### config.mk
export PLATFORM = sky130hd
export DESIGN_NAME = trig_fire_arbiter
export DESIGN_NICKNAME = d
export VERILOG_FILES = /design/src/rtl/trig_fire_arbiter.sv
export SDC_FILE = /design/constraint.sdc
export NUM_CORES = 1
export LEC_CHECK = 0
export BUFFER_PORTS_ARGS = -buffer_cell sky130_fd_sc_hd__buf_2
export CAP_MARGIN = 20
export CORE_ASPECT_RATIO = 0.7
export CORE_MARGIN = 5
export CORE_UTILIZATION = 55
export DETAILED_ROUTE_END_ITERATION = 6
export PLACE_DENSITY = 0.76
export SYNTH_ARGS = -nofsm -noshare
export SYNTH_HDL_FRONTEND = slang
export SYNTH_SLANG_ARGS = --single-unit
### constraint.sdc
create_clock -name clk_adc -period 10.2 [get_ports clk_adc]
set_input_delay 1.02 -clock clk_adc [delete_from_list [all_inputs] [get_ports clk_adc]]
set_output_delay 1.02 -clock clk_adc [all_outputs]
set_load 0.01 [all_outputs]
### src/rtl/trig_fire_arbiter.sv
// -----------------------------------------------------------------------------
// trig_fire_arbiter
//
// Purpose:
//   Shares the trigger board's coax outputs between NTRIG trigger-bit
//   requesters. The first eligible request is granted. Every further bit that
//   asserts inside the collection window is ORed into the same trigger. The
//   outputs fire once, a dead time follows, and one record (bit mask, granting
//   bit index, grant timestamp) per trigger is queued in a small FIFO for
//   slow-control readout.
//
// Ports (all in the clk_adc domain):
//   clk_adc        sole clock
//   reset          asynchronous, active-high reset
//   clear          synchronous flush (FSM idle, FIFO empty, drop count zero)
//   trig_req       per-bit level requests
//   trig_enable    per-bit enable mask
//   gate           global arm; requests are ignored while low
//   collect_time   collection window in cycles (0 behaves as 1)
//   dead_time      dead time after the window in cycles
//   pulse_len      coax pulse width in cycles (0 = no pulse)
//   timestamp      free-running counter, latched at grant
//   coax_out       all ones while the pulse counter is nonzero
//   busy           high while collecting or in dead time
//   rec_valid      record FIFO not empty
//   rec_ready      consumer accepts the head record
//   rec_bits       head record trigger mask
//   rec_first      head record index of the granting bit
//   rec_time       head record timestamp
//   dropped_count  records lost to a full FIFO, saturating
//   dbg_state      current FSM state (0 idle, 1 collect, 2 dead)
//
// Record handshake: the head record is transferred on every clock edge where
// rec_valid && rec_ready. rec_valid never depends on rec_ready, and the head
// fields hold stable while rec_valid is high and rec_ready is low.
// -----------------------------------------------------------------------------
module trig_fire_arbiter #(
  parameter int NTRIG      = 8,
  parameter int TS_W       = 56,
  parameter int NOUT       = 16,
  parameter int FIFO_DEPTH = 4
) (
  input  logic             clk_adc,
  input  logic             reset,
  input  logic             clear,
  input  logic [NTRIG-1:0] trig_req,
  input  logic [NTRIG-1:0] trig_enable,
  input  logic             gate,
  input  logic [7:0]       collect_time,
  input  logic [7:0]       dead_time,
  input  logic [5:0]       pulse_len,
  input  logic [TS_W-1:0]  timestamp,
  output logic [NOUT-1:0]  coax_out,
  output logic             busy,
  output logic             rec_valid,
  input  logic             rec_ready,
  output logic [NTRIG-1:0] rec_bits,
  output logic [2:0]       rec_first,
  output logic [TS_W-1:0]  rec_time,
  output logic [15:0]      dropped_count,
  output logic [1:0]       dbg_state
);

  localparam int PW = $clog2(FIFO_DEPTH);
  localparam int CW = PW + 1;

  typedef enum logic [1:0] {
    S_IDLE    = 2'd0,
    S_COLLECT = 2'd1,
    S_DEAD    = 2'd2
  } state_t;

  state_t           state_q, state_d;
  logic [NTRIG-1:0] bits_q, bits_d;
  logic [2:0]       first_q, first_d;
  logic [TS_W-1:0]  time_q, time_d;
  logic [7:0]       ccnt_q, ccnt_d;
  logic [7:0]       dcnt_q, dcnt_d;
  logic [7:0]       dcfg_q, dcfg_d;
  logic [5:0]       pcnt_q, pcnt_d;
  logic [NOUT-1:0]  coax_q, coax_d;
  logic             busy_q, busy_d;
  logic [PW-1:0]    wr_q, wr_d;
  logic [PW-1:0]    rd_q, rd_d;
  logic [CW-1:0]    cnt_q, cnt_d;
  logic [15:0]      drop_q, drop_d;

  logic [NTRIG-1:0] elig;
  logic [2:0]       first_idx;
  logic             push;
  logic [NTRIG-1:0] push_bits;
  logic             pop;
  logic             full;
  logic             accept;
  logic             mem_we;

  logic [NTRIG-1:0] mem_bits  [FIFO_DEPTH];
  logic [2:0]       mem_first [FIFO_DEPTH];
  logic [TS_W-1:0]  mem_time  [FIFO_DEPTH];

  always_comb begin
    elig = trig_req & trig_enable & {NTRIG{gate}};

    // Lowest set index wins: scan from the top so the last hit is the lowest.
    first_idx = '0;
    for (int i = NTRIG - 1; i >= 0; i--) begin
      if (elig[i]) first_idx = 3'(i);
    end

    state_d   = state_q;
    bits_d    = bits_q;
    first_d   = first_q;
    time_d    = time_q;
    ccnt_d    = ccnt_q;
    dcnt_d    = dcnt_q;
    dcfg_d    = dcfg_q;
    push      = 1'b0;
    push_bits = bits_q | elig;

    // The pulse counter runs independently of the FSM and is reloaded only at grant.
    pcnt_d = (pcnt_q != 6'd0) ? pcnt_q - 6'd1 : 6'd0;

    case (state_q)
      S_IDLE: begin
        if (elig != '0) begin
          state_d = S_COLLECT;
          bits_d  = elig;
          first_d = first_idx;
          time_d  = timestamp;
          pcnt_d  = pulse_len;
          // The grant cycle is the first window cycle, so the counter holds
          // the remaining window cycles. A window of 0 or 1 still spends one
          // cycle in COLLECT.
          ccnt_d  = (collect_time > 8'd1) ? collect_time - 8'd1 : 8'd0;
          dcfg_d  = dead_time;
        end
      end
      S_COLLECT: begin
        bits_d = bits_q | elig;
        ccnt_d = (ccnt_q != 8'd0) ? ccnt_q - 8'd1 : 8'd0;
        if (ccnt_q <= 8'd1) begin
          push = 1'b1;
          if (dcfg_q == 8'd0) begin
            state_d = S_IDLE;
          end else begin
            state_d = S_DEAD;
            dcnt_d  = dcfg_q;
          end
        end
      end
      S_DEAD: begin
        dcnt_d = (dcnt_q != 8'd0) ? dcnt_q - 8'd1 : 8'd0;
        if (dcnt_q <= 8'd1) state_d = S_IDLE;
      end
      default: state_d = S_IDLE;
    endcase

    // Record FIFO. A push into a full FIFO is still accepted when the head
    // leaves in the same cycle.
    full   = (cnt_q == CW'(FIFO_DEPTH));
    pop    = (cnt_q != '0) && rec_ready;
    accept = push && (!full || pop);
    wr_d   = wr_q + PW'(accept);
    rd_d   = rd_q + PW'(pop);
    cnt_d  = cnt_q + CW'(accept) - CW'(pop);
    drop_d = drop_q;
    if (push && !accept && (drop_q != 16'hFFFF)) drop_d = drop_q + 16'd1;

    // Clear wins over grant, push and pop.
    if (clear) begin
      state_d = S_IDLE;
      bits_d  = '0;
      first_d = '0;
      time_d  = '0;
      ccnt_d  = '0;
      dcnt_d  = '0;
      dcfg_d  = '0;
      pcnt_d  = '0;
      wr_d    = '0;
      rd_d    = '0;
      cnt_d   = '0;
      drop_d  = '0;
    end
    mem_we = accept && !clear;

    coax_d = {NOUT{pcnt_d != 6'd0}};
    busy_d = (state_d != S_IDLE);
  end

  always_ff @(posedge clk_adc or posedge reset) begin
    if (reset) begin
      state_q <= S_IDLE;
      bits_q  <= '0;
      first_q <= '0;
      time_q  <= '0;
      ccnt_q  <= '0;
      dcnt_q  <= '0;
      dcfg_q  <= '0;
      pcnt_q  <= '0;
      coax_q  <= '0;
      busy_q  <= 1'b0;
      wr_q    <= '0;
      rd_q    <= '0;
      cnt_q   <= '0;
      drop_q  <= '0;
    end else begin
      state_q <= state_d;
      bits_q  <= bits_d;
      first_q <= first_d;
      time_q  <= time_d;
      ccnt_q  <= ccnt_d;
      dcnt_q  <= dcnt_d;
      dcfg_q  <= dcfg_d;
      pcnt_q  <= pcnt_d;
      coax_q  <= coax_d;
      busy_q  <= busy_d;
      wr_q    <= wr_d;
      rd_q    <= rd_d;
      cnt_q   <= cnt_d;
      drop_q  <= drop_d;
    end
  end

  // Storage needs no reset: entries are only visible while counted valid.
  always_ff @(posedge clk_adc) begin
    if (mem_we) begin
      mem_bits[wr_q]  <= push_bits;
      mem_first[wr_q] <= first_q;
      mem_time[wr_q]  <= time_q;
    end
  end

  assign coax_out      = coax_q;
  assign busy          = busy_q;
  assign rec_valid     = (cnt_q != '0);
  assign rec_bits      = rec_valid ? mem_bits[rd_q]  : '0;
  assign rec_first     = rec_valid ? mem_first[rd_q] : '0;
  assign rec_time      = rec_valid ? mem_time[rd_q]  : '0;
  assign dropped_count = drop_q;
  assign dbg_state     = state_q;

endmodule

==> results of run 1 <==
## worst min-delay path, delay by kind of cell, from the launching register on
family / cells / cell delay (ns)
flip-flops: 1 / 0.34
AO/OA/AOI/OAI: 1 / 0.06
AND/OR/NAND/NOR: 1 / 0.04
## routing by layer
layer / vias up / global-route usage / wire length (um)
met4: 0 / 0.04782 / 503
met2: 321 / 0.3297 / 16540
li1: 4510 / - / -
met3: 37 / 0.03813 / 2036
met5: - / 0 / 0
met1: 5041 / 0.3345 / 16660
## logic make-up (layout without fill, tap and decap cells)
group	Yosys count	after routing	share of synthesized area
muxes	70	70	0.09469
xor gates and xnor gates	25	25	0.01346
DFF	392	392	0.6855
buffers and inverters	91	300	0.02484
adders and majority gates	14	14	0.01123
AOI/OAI and AO/OA	167	167	0.06392
and+or+nand+nor	361	361	0.1064
## stage by stage
stage	total power [W]	instances	utilization
CTS	0.004309	1706	0.6471
detailed placement	0.002920	1636	0.6042
floorplan	0.002581	1120	-
global placement	0.002898	1636	0.6042
global route	0.004478	1707	0.6473
finish	0.004264	1707	0.6473
## synthesized netlist by cell type, types with 5 or more instances
master / instances / area share
edfxtp_1: 268 / 0.49
nand2_1: 174 / 0.040
dfrtp_1: 124 / 0.19
a21oi_1: 78 / 0.024
and2_1: 69 / 0.027
mux4_2: 67 / 0.093
clkbuf_1: 45 / 0.010
nor2_1: 41 / 0.0095
o21ai_0: 31 / 0.0095
inv_1: 19 / 0.0044
xnor2_1: 16 / 0.0086
buf_4: 15 / 0.0069
nor3_1: 15 / 0.0046
ha_1: 13 / 0.010
nand3_1: 9 / 0.0028
nor2b_1: 9 / 0.0035
xor2_1: 9 / 0.0048
a31o_2: 7 / 0.0038
buf_1: 7 / 0.0016
nor4_1: 7 / 0.0027
nand3b_1: 6 / 0.0028
or3_1: 6 / 0.0023
buf_2: 5 / 0.0015
nand4_1: 5 / 0.0019
o31ai_1: 5 / 0.0023
## worst paths after layout
| path | start | to | cells past startpoint | slack [ns] |
|---|---|---|---|---|
| worst max-delay path | rd_q[0] | rec_time[12] | 4 | 6.09 |
| worst min-delay path | bits_q[6] | bits_q[6] | 2 | 0.48 |
| worst max register to register | dbg_state[0] | mem_time[2][2] | 7 | 6.73 |
| worst min register to register | bits_q[6] | bits_q[6] | 2 | 0.48 |
| max in group asynchronous | reset | rd_q[0] | 3 | 8.17 |
| min in group asynchronous | reset | dropped_count[1] | 2 | 0.58 |
## cell type report
type	instances	area, um2	share of cell area
inverters	19	76.32	0.004063
multi-input cells	637	4750	0.2528
repair buffers	211	1084	0.05768
clock inverters	17	141.4	0.007527
well taps	378	473.0	0.02518
clock buffers	53	1102	0.05868
flip-flops and latches	392	11160	0.5940
## sequential cells by signal, summed over array words and instances (netlist names), 2 cells and up
signal,count
cnt_q,3
mem_first,12
dropped_count,16
first_q,3
bits_q,8
time_q,56
wr_q,2
pcnt_q,6
ccnt_q,8
mem_bits,32
dcfg_q,8
rd_q,2
dbg_state,2
dcnt_q,8
mem_time,224
## power breakdown
part	leakage (nW)	internal [W]	switching, W
registers	4.15	0.00178	0.000108
clock network	0.603	0.000810	0.000576
logic	2.37	0.000456	0.000531
total	7.12	0.00305	0.00121
==> summary.md, run 1 <==
| Metric | Value |
|---|---|
| Status | `complete, no violations` |
| Port buffer count | `201` |
| Power Dens Cells | `227.0 nW/um2` |
| Die area | `33170 um2` |
| Most frequent cells in the layout | `268 x edfxtp_1, 200 x buf_2, 174 x nand2_1` |
| TritonCTS Buffers | `38` |
| Post-CTS resize count | `0` |
| CTS tree | `built` |
| 1st-pass router iterations | `7` |
| Peak VDD IR | `0.1057 mV` |
| Post-Synthesis Cells | `1120` |
| Critical path, cell by cell | `buf_4, mux4_2, and2_1, buf_2` |
| Core Box Area | `29020 um2` |
| HPWL after detailed placement | `21.91 mm` |
| DRC viols | `0` |
| First-pass GRT wire length | `56.95 mm` |
| Share of cells above drive strength 1 | `0.2701` |
| Placer Congestion | `0.8557` |
| Max transition margin | `0.2885` |
| Period minus WS final | `4.114 ns` |
| Synthesized area | `16270 um2` |
| Async SR Flop Fraction | `0.3163` |
| Clock sink total | `392` |
| Synth warn | `0` |
| Critical path startpoint category | `flop` |
| Slew @ Worst Pin | `1.067 ns` |
| Dpl ws | `6.515 ns` |
| Clock Latency Late Sink | `0.52 ns` |
| Setup WS post-layout | `6.086 ns` |
| Seq/Total Area, Yosys | `0.6855` |
| Hold/Removal Path Class | `reg2reg` |
| Final Instance Area | `18780 um2` |
| Most common cell after layout, fill and taps aside | `edfxtp_1` |
| Initial antenna violation count | `0` |
| Netlist cell types | `64` |
| Chip Width | `215.6 um` |
| Initial Util | `0.5606` |
| Crit-path max FO | `43` |
| Worst Path Buf+Inv | `2` |
| Row cnt | `52` |
| Post-synthesis register bit count | `392` |
| Vias per Instance | `5.805` |
| Worst setup EP type | `primary output` |
| Hold buffers post-CTS | `0` |
| Final Skew | `0.01007 ns` |
| Dpl cell area | `17530 um2` |
| Post-synth net total | `1233` |
| Crit path arrival time | `3.09 ns` |
| Slowest stage delay, CP | `0.78 ns` |
| Mapped Avg Cell Area | `14.52 um2` |
| DRT antenna net count | `0` |
| Total wire length | `35.75 mm` |
| WL/cell | `20.94 um` |
| Crit-path leading delay family | `buffers and inverters` |
| CTS root buffer | `clkbuf_16` |
| Hold Slack | `0.4818 ns` |
| Io pins | `202` |
| Pin count of the biggest net entering global routing | `71` |
| Area growth from synthesis to layout | `15.48%` |
| Initial DRC Count | `818` |
| Leak | `7.119 nW` |
| Slowest CP cell | `buf_4` |
| Via count | `9909` |
| Post-CTS setup buffers | `0` |
| Max clock buf depth | `3` |
| Setup TNS | `0 ns` |
| Ant. Diodes | `0` |
| GRT Util Overall | `0.2166` |
| Pins over their slew limit | `0` |
| Tcrit/Tclk final | `0.4033` |
| Setup CP Type | `reg2out` |
| Vias in the first global route | `9899` |
| GRT overflow | `0` |
| Top FF cell, synth | `edfxtp_1` |
| Achievable Freq | `243.1 MHz` |
| RSZ-0062 raised after global routing | `no` |
| H-tree Lvls | `2` |
| Reg clk slew, reported paths | `0.07 ns` |
| Final Net Count | `1412` |
| Post-synth EDFFs | `268` |
| Max-cap viol count | `0` |
| # setup viols final | `0` |
| Die Ht | `153.9 um` |
| Fin. Hold Viols | `0` |
| Critical Path RT | `9.18 ns` |
| Filler instances | `2106` |
(Power assumes the default switching activity.)
==> run 2, diff against run 1 <==
- ABC_AREA: default -> 1
- clock period: 10.2 -> 4.1 ns (I/O delays scaled with it)
==> run 2 against run 1 <==
Sequential share of layout area is 2.5 points lower. Worst hold slack worse by 0.45 ns. Clock power increased to 2.6 times the previous value. Largest power group unchanged. Clock skew rose by 0.0097 ns. Die area increased by 4.5%. Core utilization about the same. Cell count increased by 30%. Register-to-register slack got worse by 5.3 ns.
==> summary.md, run 2 <==
| Metric | Value |
|---|---|
| Status | `complete, no violations (unchanged)` |
| Max reg flops | `224 (unchanged)` |
| Initial DRC Count | `966 (was 818)` |
| Post-Synthesis Cells | `1613 (was 1120)` |
| Achievable Freq | `327.4 MHz` |
| Comb pwr share | `0.287 (was 0.232)` |
| Peak VDD IR | `0.5270 mV (was 0.1057 mV)` |
| Filler instances | `2305 (was 2106)` |
| Total wire length | `40.72 mm (was 35.75 mm)` |
| Sw Pwr | `0.004031 W (was 0.001215 W)` |
| WL/cell | `18.35 um (was 20.94 um)` |
| Post-synth EDFFs | `268 (unchanged)` |
| Clock Latency Late Sink | `0.54 ns (was 0.52 ns)` |
| Max-cap viol count | `0 (unchanged)` |
| Top-count cell post-synth | `nor2_1 (was edfxtp_1)` |
| Biggest regs | `mem_time (224), time_q (56), mem_bits (32) (unchanged)` |
| RSZ-0062 raised after global routing | `no (unchanged)` |
| Final Net Count | `1891 (was 1412)` |
| Pins over their slew limit | `0 (unchanged)` |
| Initial antenna violation count | `0 (unchanged)` |
| Post-synthesis register bit count | `392 (unchanged)` |
| Port buffer count | `201 (unchanged)` |
| R2r setup slk | `1.47 ns (was 6.73 ns)` |
| Die Ht | `157.3 um (was 153.9 um)` |
| 1st-pass router iterations | `5 (was 7)` |
| Crit-path max FO | `47 (was 43)` |
| Io pins | `202 (unchanged)` |
| Sw Share | `0.3410 (was 0.2849)` |
| Dominant cell type by area after synthesis | `edfxtp_1 (unchanged)` |
| Pin count of the biggest net entering global routing | `136 (was 71)` |
| Post-synth net total | `1726 (was 1233)` |
| Async SR Flop Fraction | `0.3163 (unchanged)` |
| Setup WS post-layout | `1.045 ns (was 6.086 ns)` |
| Top cells by area, synth | `edfxtp_1 47%, dfrtp_1 18%, nor2_1 7.2%, nand2_1 5.4%, o21ai_0 4.4% (was edfxtp_1 49%, dfrtp_1 19%, mux4_2 9.3%, nand2_1 4.0%, and2_1 2.7%)` |
| Vias in the first global route | `12136 (was 9899)` |
| Fin. Hold Viols | `0 (unchanged)` |
| Reg with most FFs | `mem_time (unchanged)` |
| R2R cell count | `14 (was 7)` |
| Critical path, cell by cell | `clkinv_2, buf_4, o21ai_0, a21oi_1, buf_2 (was buf_4, mux4_2, and2_1, buf_2)` |
| Slowest stage delay, CP | `0.50 ns (was 0.78 ns)` |
| Share of cells above drive strength 1 | `0.2025 (was 0.2701)` |
| Post-CTS setup buffers | `0 (unchanged)` |
| Post-CTS resize count | `0 (unchanged)` |
| Reg clk slew, reported paths | `0.06 ns (was 0.07 ns)` |
| # setup viols final | `0 (unchanged)` |
| Ant. Diodes | `0 (unchanged)` |
| Hold/Removal Path Class | `in2async (was reg2reg)` |
| Tcrit/Tclk final | `0.7450` |
| Reg2reg end | `cnt_q[2] (was mem_time[2][2])` |
| Critical Path RT | `3.69 ns (was 9.18 ns)` |
| Period minus WS final | `3.055 ns` |
| Clock sink total | `392 (unchanged)` |
| Flop pwr share | `0.409 (was 0.443)` |
| Via count | `12287 (was 9909)` |
| Power Dens Cells | `602.9 nW/um2 (was 227.0 nW/um2)` |
| Sequential cell area | `11160 um2 (about the same)` |
| Area of the multi-input gates | `5085 um2 (was 4750 um2)` |
| Setup CP Type | `reg2out (unchanged)` |
| Crit path arrival time | `2.64 ns (was 3.09 ns)` |
| CTS root buffer | `clkbuf_16 (unchanged)` |
| DRT antenna net count | `0 (unchanged)` |
| Clk pwr share | `0.304 (was 0.325)` |
| First-pass GRT wire length | `63.91 mm (was 56.95 mm)` |
| Final Skew | `0.01982 ns (was 0.01007 ns)` |
| Yosys top cell area share | `0.4722 (was 0.4947)` |
| Hold Slack | `0.03665 ns (was 0.4818 ns)` |
| Leak | `8.234 nW (was 7.119 nW)` |
| Placer Congestion | `0.8660 (was 0.8557)` |
| Synth top cells by count | `329 x nor2_1, 268 x edfxtp_1, 244 x nand2_1 (was 268 x edfxtp_1, 174 x nand2_1, 124 x dfrtp_1)` |
| Worst setup EP type | `primary output (unchanged)` |
| Synth warn | `0 (unchanged)` |
| Vias per Instance | `5.537 (was 5.805)` |
| TritonCTS Buffers | `38 (unchanged)` |
| CTS tree | `built (unchanged)` |
| Row cnt | `53 (was 52)` |
| Area growth from synthesis to layout | `15.04% (was 15.48%)` |
| Max clock buf depth | `3 (unchanged)` |
| Initial Util | `0.5624 (was 0.5606)` |
| Internal power | `0.007790 W (was 0.003049 W)` |
| Dpl ws | `1.483 ns (was 6.515 ns)` |
| Most frequent cells in the layout | `328 x nor2_1, 268 x edfxtp_1, 243 x nand2_1 (was 268 x edfxtp_1, 200 x buf_2, 174 x nand2_1)` |
| Worst reg2reg startpoint | `ccnt_q[0] (was dbg_state[0])` |
| Top FF cell, synth | `edfxtp_1 (unchanged)` |
| Setup TNS | `0 ns (unchanged)` |
| Core Box Area | `30310 um2 (was 29020 um2)` |
| Netlist cell types | `39 (was 64)` |
| DRC viols | `0 (unchanged)` |
| GRT overflow | `0 (unchanged)` |
| HPWL after detailed placement | `24.36 mm (was 21.91 mm)` |
| Seq/Total Area, Yosys | `0.6542 (was 0.6855)` |
| Slew @ Worst Pin | `0.9113 ns (was 1.067 ns)` |
| Die area | `34670 um2 (was 33170 um2)` |
| Slowest CP cell | `dfrtp_4 (was buf_4)` |
| Synthesized area | `17040 um2 (was 16270 um2)` |
| H-tree Lvls | `2 (unchanged)` |
| Hold buffers post-CTS | `0 (unchanged)` |
| Max transition margin | `0.3924 (was 0.2885)` |
| Most common cell after layout, fill and taps aside | `nor2_1 (was edfxtp_1)` |
| Chip Width | `220.4 um (was 215.6 um)` |
| Critical path startpoint category | `flop (unchanged)` |
| GRT Util Overall | `0.2333 (was 0.2166)` |
| Mapped Avg Cell Area | `10.57 um2 (was 14.52 um2)` |
## run 2: per-stage QoR
stage	std cells	area, um2	total power, W	util
floorplan	1613	17060	0.007124	-
global placement	2150	18330	0.008193	0.6047
detailed placement	2150	18330	0.008281	0.6047
CTS	2219	19610	0.01187	0.6470
global route	2219	19610	0.01244	0.6470
finish	2219	19610	0.01182	0.6470
## run 2: metal layers
metal / vias to the layer above / share of wire / global-route usage
li1: 5789 / - / -
met1: 5958 / 0.44 / 0.3366
met2: 476 / 0.47 / 0.3762
met3: 64 / 0.069 / 0.03480
met4: 0 / 0.020 / 0.06504
met5: - / 0 / 0
## run 2: worst max-delay path by stage
stage	from	end	slack, ns
3_3_place_gp	ccnt_q[0]	cnt_q[2]	1.54
4_1_cts	rd_q[0]	rec_time[49]	1.05
3_5_place_dp	ccnt_q[0]	cnt_q[2]	1.48
5_1_grt	rd_q[0]	rec_time[49]	0.89
2_1_floorplan	ccnt_q[0]	mem_bits[0][0]	-0.21
6_report	rd_q[0]	rec_time[40]	1.05
## run 2: power by group through the flow
stage	Combinational, W	Clock [W]	Sequential (W)
finish	0.00339	0.00359	0.00483
floorplan	0.00228	0	0.00484
global route	0.00377	0.00380	0.00487
global placement	0.00331	0	0.00489
CTS	0.00341	0.00364	0.00483
detailed placement	0.00337	0	0.00491
## run 2: kinds of logic after synthesis
family	share of synthesized area
flip-flops	0.6542
buffers and inverters	0.05065
XOR/XNOR	0.01079
AND/OR/NAND/NOR	0.1915
AO/OA/AOI/OAI	0.08215
adder cells (fa/ha/maj)	0.01072
## run 2: area by class of cell
class / count / share of cell area
repair buffers: 220 / 0.06241
clock inverters: 20 / 0.01212
inverters: 89 / 0.01768
clock buffers: 49 / 0.05322
well taps: 412 / 0.02629
multi-input cells: 1037 / 0.2593
flip-flops and latches: 392 / 0.5689
## run 2: critical path: cells and delay by family (launching register included)
family | cells | cell delay, ns
AO/OA/AOI/OAI | 2 | 0.50
buffers and inverters | 3 | 1.11
flip-flops | 1 | 0.50
==> run 3, diff against run 2 <==
- ABC_AREA: 1 -> 0
- CORE_UTILIZATION: 55 -> 52
- clock period: 4.1 -> 2.7 ns (I/O delays scaled with it)
==> run 3 against run 2 <==
Wire length fell by 11%. Sequential power rose by 45%. Highest routed layer unchanged. Cell area rose by 0.44%. Largest power group unchanged. Non-clock buffer count rose by 54. Register-to-register slack got worse by 1.3 ns. Global-route usage fell by 2.7 points. Via count fell by 18%. Worst hold slack got worse by 0.021 ns. Count of clock-buffer cells in the layout rose by 4.
==> summary.md, run 3 (same netlist as run 1, synthesis figures left out) <==
| Metric | Value |
|---|---|
| Status | `complete, no violations (unchanged)` |
| First-pass GRT wire length | `57.39 mm (was 63.91 mm)` |
| Period minus WS final | `2.550 ns` |
| Most common cell after layout, fill and taps aside | `edfxtp_1 (was nor2_1)` |
| Biggest regs | `mem_time (224), time_q (56), mem_bits (32) (unchanged)` |
| Sequential cell area | `11160 um2 (about the same)` |
| Tcrit/Tclk final | `0.9446` |
| Placer Congestion | `0.8315 (was 0.8660)` |
| Comb pwr share | `0.247 (was 0.287)` |
| Die Ht | `158.0 um (was 157.3 um)` |
| Worst Setup SP | `cnt_q[1] (was rd_q[0])` |
| Area of the multi-input gates | `4780 um2 (was 5085 um2)` |
| Pin count of the biggest net entering global routing | `69 (was 136)` |
| # setup viols final | `0 (unchanged)` |
| Crit-path leading delay family | `simple AND/OR/NAND/NOR gates (was buffers and inverters)` |
| Critical path, cell by cell | `or3_2, buf_4, and2_1, buf_2 (was clkinv_2, buf_4, o21ai_0, a21oi_1, buf_2)` |
| Final Net Count | `1475 (was 1891)` |
| Initial Util | `0.5245 (was 0.5624)` |
| Final Skew | `0.02376 ns (was 0.01982 ns)` |
| Via count | `10108 (was 12287)` |
| CTS tree | `built (unchanged)` |
| Clock Latency Late Sink | `0.53 ns (was 0.54 ns)` |
| Worst Path Buf+Inv | `2 (was 3)` |
| Max transition margin | `0.4260 (was 0.3924)` |
| 1st-pass router iterations | `5 (unchanged)` |
| Most frequent cells in the layout | `268 x edfxtp_1, 200 x buf_2, 173 x nand2_1 (was 328 x nor2_1, 268 x edfxtp_1, 243 x nand2_1)` |
| Hold/Removal Path Class | `in2reg (was in2async)` |
| Leak | `7.481 nW (was 8.234 nW)` |
| Area growth from synthesis to layout | `21.07% (was 15.04%)` |
| Sw Pwr | `0.004719 W (was 0.004031 W)` |
| Setup TNS | `0 ns (unchanged)` |
| Vias per Instance | `5.581 (was 5.537)` |
| DRC viols | `0 (unchanged)` |
| Pins over their slew limit | `0 (unchanged)` |
| Critical path startpoint category | `flop (unchanged)` |
| Ant. Diodes | `0 (unchanged)` |
| R2r setup slk | `0.20 ns (was 1.47 ns)` |
| Clk pwr share | `0.334 (was 0.304)` |
| Filler instances | `2245 (was 2305)` |
| Reg clk slew, reported paths | `0.06 ns (about the same)` |
| DRT antenna net count | `0 (unchanged)` |
| Slowest stage delay, CP | `0.48 ns (was 0.50 ns)` |
| Initial antenna violation count | `0 (unchanged)` |
| H-tree Lvls | `2 (unchanged)` |
| Worst reg2reg startpoint | `ccnt_q[5] (was ccnt_q[0])` |
| TritonCTS Buffers | `38 (unchanged)` |
| HPWL after detailed placement | `22.47 mm (was 24.36 mm)` |
| Core Box Area | `31010 um2 (was 30310 um2)` |
| Chip Width | `221.4 um (was 220.4 um)` |
| Power Dens Cells | `848.9 nW/um2 (was 602.9 nW/um2)` |
| Dpl ws | `0.1426 ns (was 1.483 ns)` |
| R2R cell count | `10 (was 14)` |
| Flop pwr share | `0.419 (was 0.409)` |
| Crit path arrival time | `2.28 ns (was 2.64 ns)` |
| WL/cell | `19.99 um (was 18.35 um)` |
| GRT Util Overall | `0.2067 (was 0.2333)` |
| Max reg flops | `224 (unchanged)` |
| Slowest CP cell | `or3_2 (was dfrtp_4)` |
| Initial DRC Count | `716 (was 966)` |
| Reg2reg end | `cnt_q[2] (unchanged)` |
| GRT overflow | `0 (unchanged)` |
| Achievable Freq | `392.1 MHz` |
| Worst setup EP type | `primary output (unchanged)` |
| Vias in the first global route | `10468 (was 12136)` |
| Crit-path max FO | `68 (was 47)` |
| Setup CP Type | `reg2out (unchanged)` |
| Share of cells above drive strength 1 | `0.2732 (was 0.2025)` |
| RSZ-0062 raised after global routing | `no (unchanged)` |
| Internal power | `0.01200 W (was 0.007790 W)` |
| Critical Path Stages | `4 (was 5)` |
| Max-cap viol count | `0 (unchanged)` |
| CP Capture Point | `rec_bits[5] (was rec_time[40])` |
| Clock sink total | `392 (unchanged)` |
| Slew @ Worst Pin | `0.8592 ns (was 0.9113 ns)` |
| Io pins | `202 (unchanged)` |
| Critical Path RT | `2.43 ns (was 3.69 ns)` |
| Die area | `34980 um2 (was 34670 um2)` |
| Reg with most FFs | `mem_time (unchanged)` |
| Total wire length | `36.21 mm (was 40.72 mm)` |
| Sw Share | `0.2823 (was 0.3410)` |
| Setup WS post-layout | `0.1496 ns (was 1.045 ns)` |
| Max clock buf depth | `3 (unchanged)` |
| CTS root buffer | `clkbuf_16 (unchanged)` |
| Peak VDD IR | `0.5850 mV (was 0.5270 mV)` |
| Fin. Hold Viols | `0 (unchanged)` |
| Row cnt | `54 (was 53)` |
| Port buffer count | `201 (unchanged)` |
run 3: how the worst min path moves through the flow:
stage	startpoint	end	slack, ns	cells after the start
floorplan	dead_time[0]	dcfg_q[0]	0.40	2
global placement	bits_q[1]	bits_q[1]	0.46	2
detailed placement	reset	dropped_count[5]	0.47	2
CTS	timestamp[16]	time_q[16]	0.002	3
global route	timestamp[19]	time_q[19]	0.004	3
finish	timestamp[19]	time_q[19]	0.02	3
run 3: what timing repair did:
item                                    in CTS  in global routing
endpoints found under the hold margin       78                  0
endpoints found under the setup margin       0                  1
buffers inserted                             0                  1
resized for setup                            0                  1
hold buffers                                47                  0
run 3: metrics by stage:
step           instances  cell area, um2  power, W    util  hold slack (ns)
2_1_floorplan       1120           16320  0.009751       -           0.4007
3_3_place_gp        1694           17890   0.01116  0.5770           0.4633
3_5_place_dp        1694           17890   0.01123  0.5770           0.4744
4_1_cts             1810           19680   0.01687  0.6347         0.001794
5_1_grt             1811           19690   0.01751  0.6350         0.003657
6_report            1811           19690   0.01672  0.6350          0.01536
run 3: power by group through the flow:
stage / sequential (W) / clock, W / combinational [W]
after floorplan: 0.00703 / 0 / 0.00272
after global placement: 0.00710 / 0 / 0.00406
after detailed placement: 0.00713 / 0 / 0.00410
after CTS: 0.00701 / 0.00569 / 0.00417
after global routing: 0.00705 / 0.00595 / 0.00451
final: 0.00701 / 0.00558 / 0.00412
run 3: layer usage:
metal  track usage  wire length (um)
met4       0.04900               574
met3       0.04486              2544
met5             0                 0
met1        0.2835             15430
met2        0.3472             17660
run 3: area by class of cell:
type                    count  share of cell area
inverters                  19            0.003812
clock buffers              53             0.05483
multi-input cells         637              0.2427
well taps                 420             0.02668
repair buffers            274             0.09327
flip-flops and latches    392              0.5666
clock inverters            16             0.01213
run 3: worst min-delay path, cell delays in order:
cell	delay, ns
buf_2	0.11
nand2_1	0.05
a21oi_1	0.06
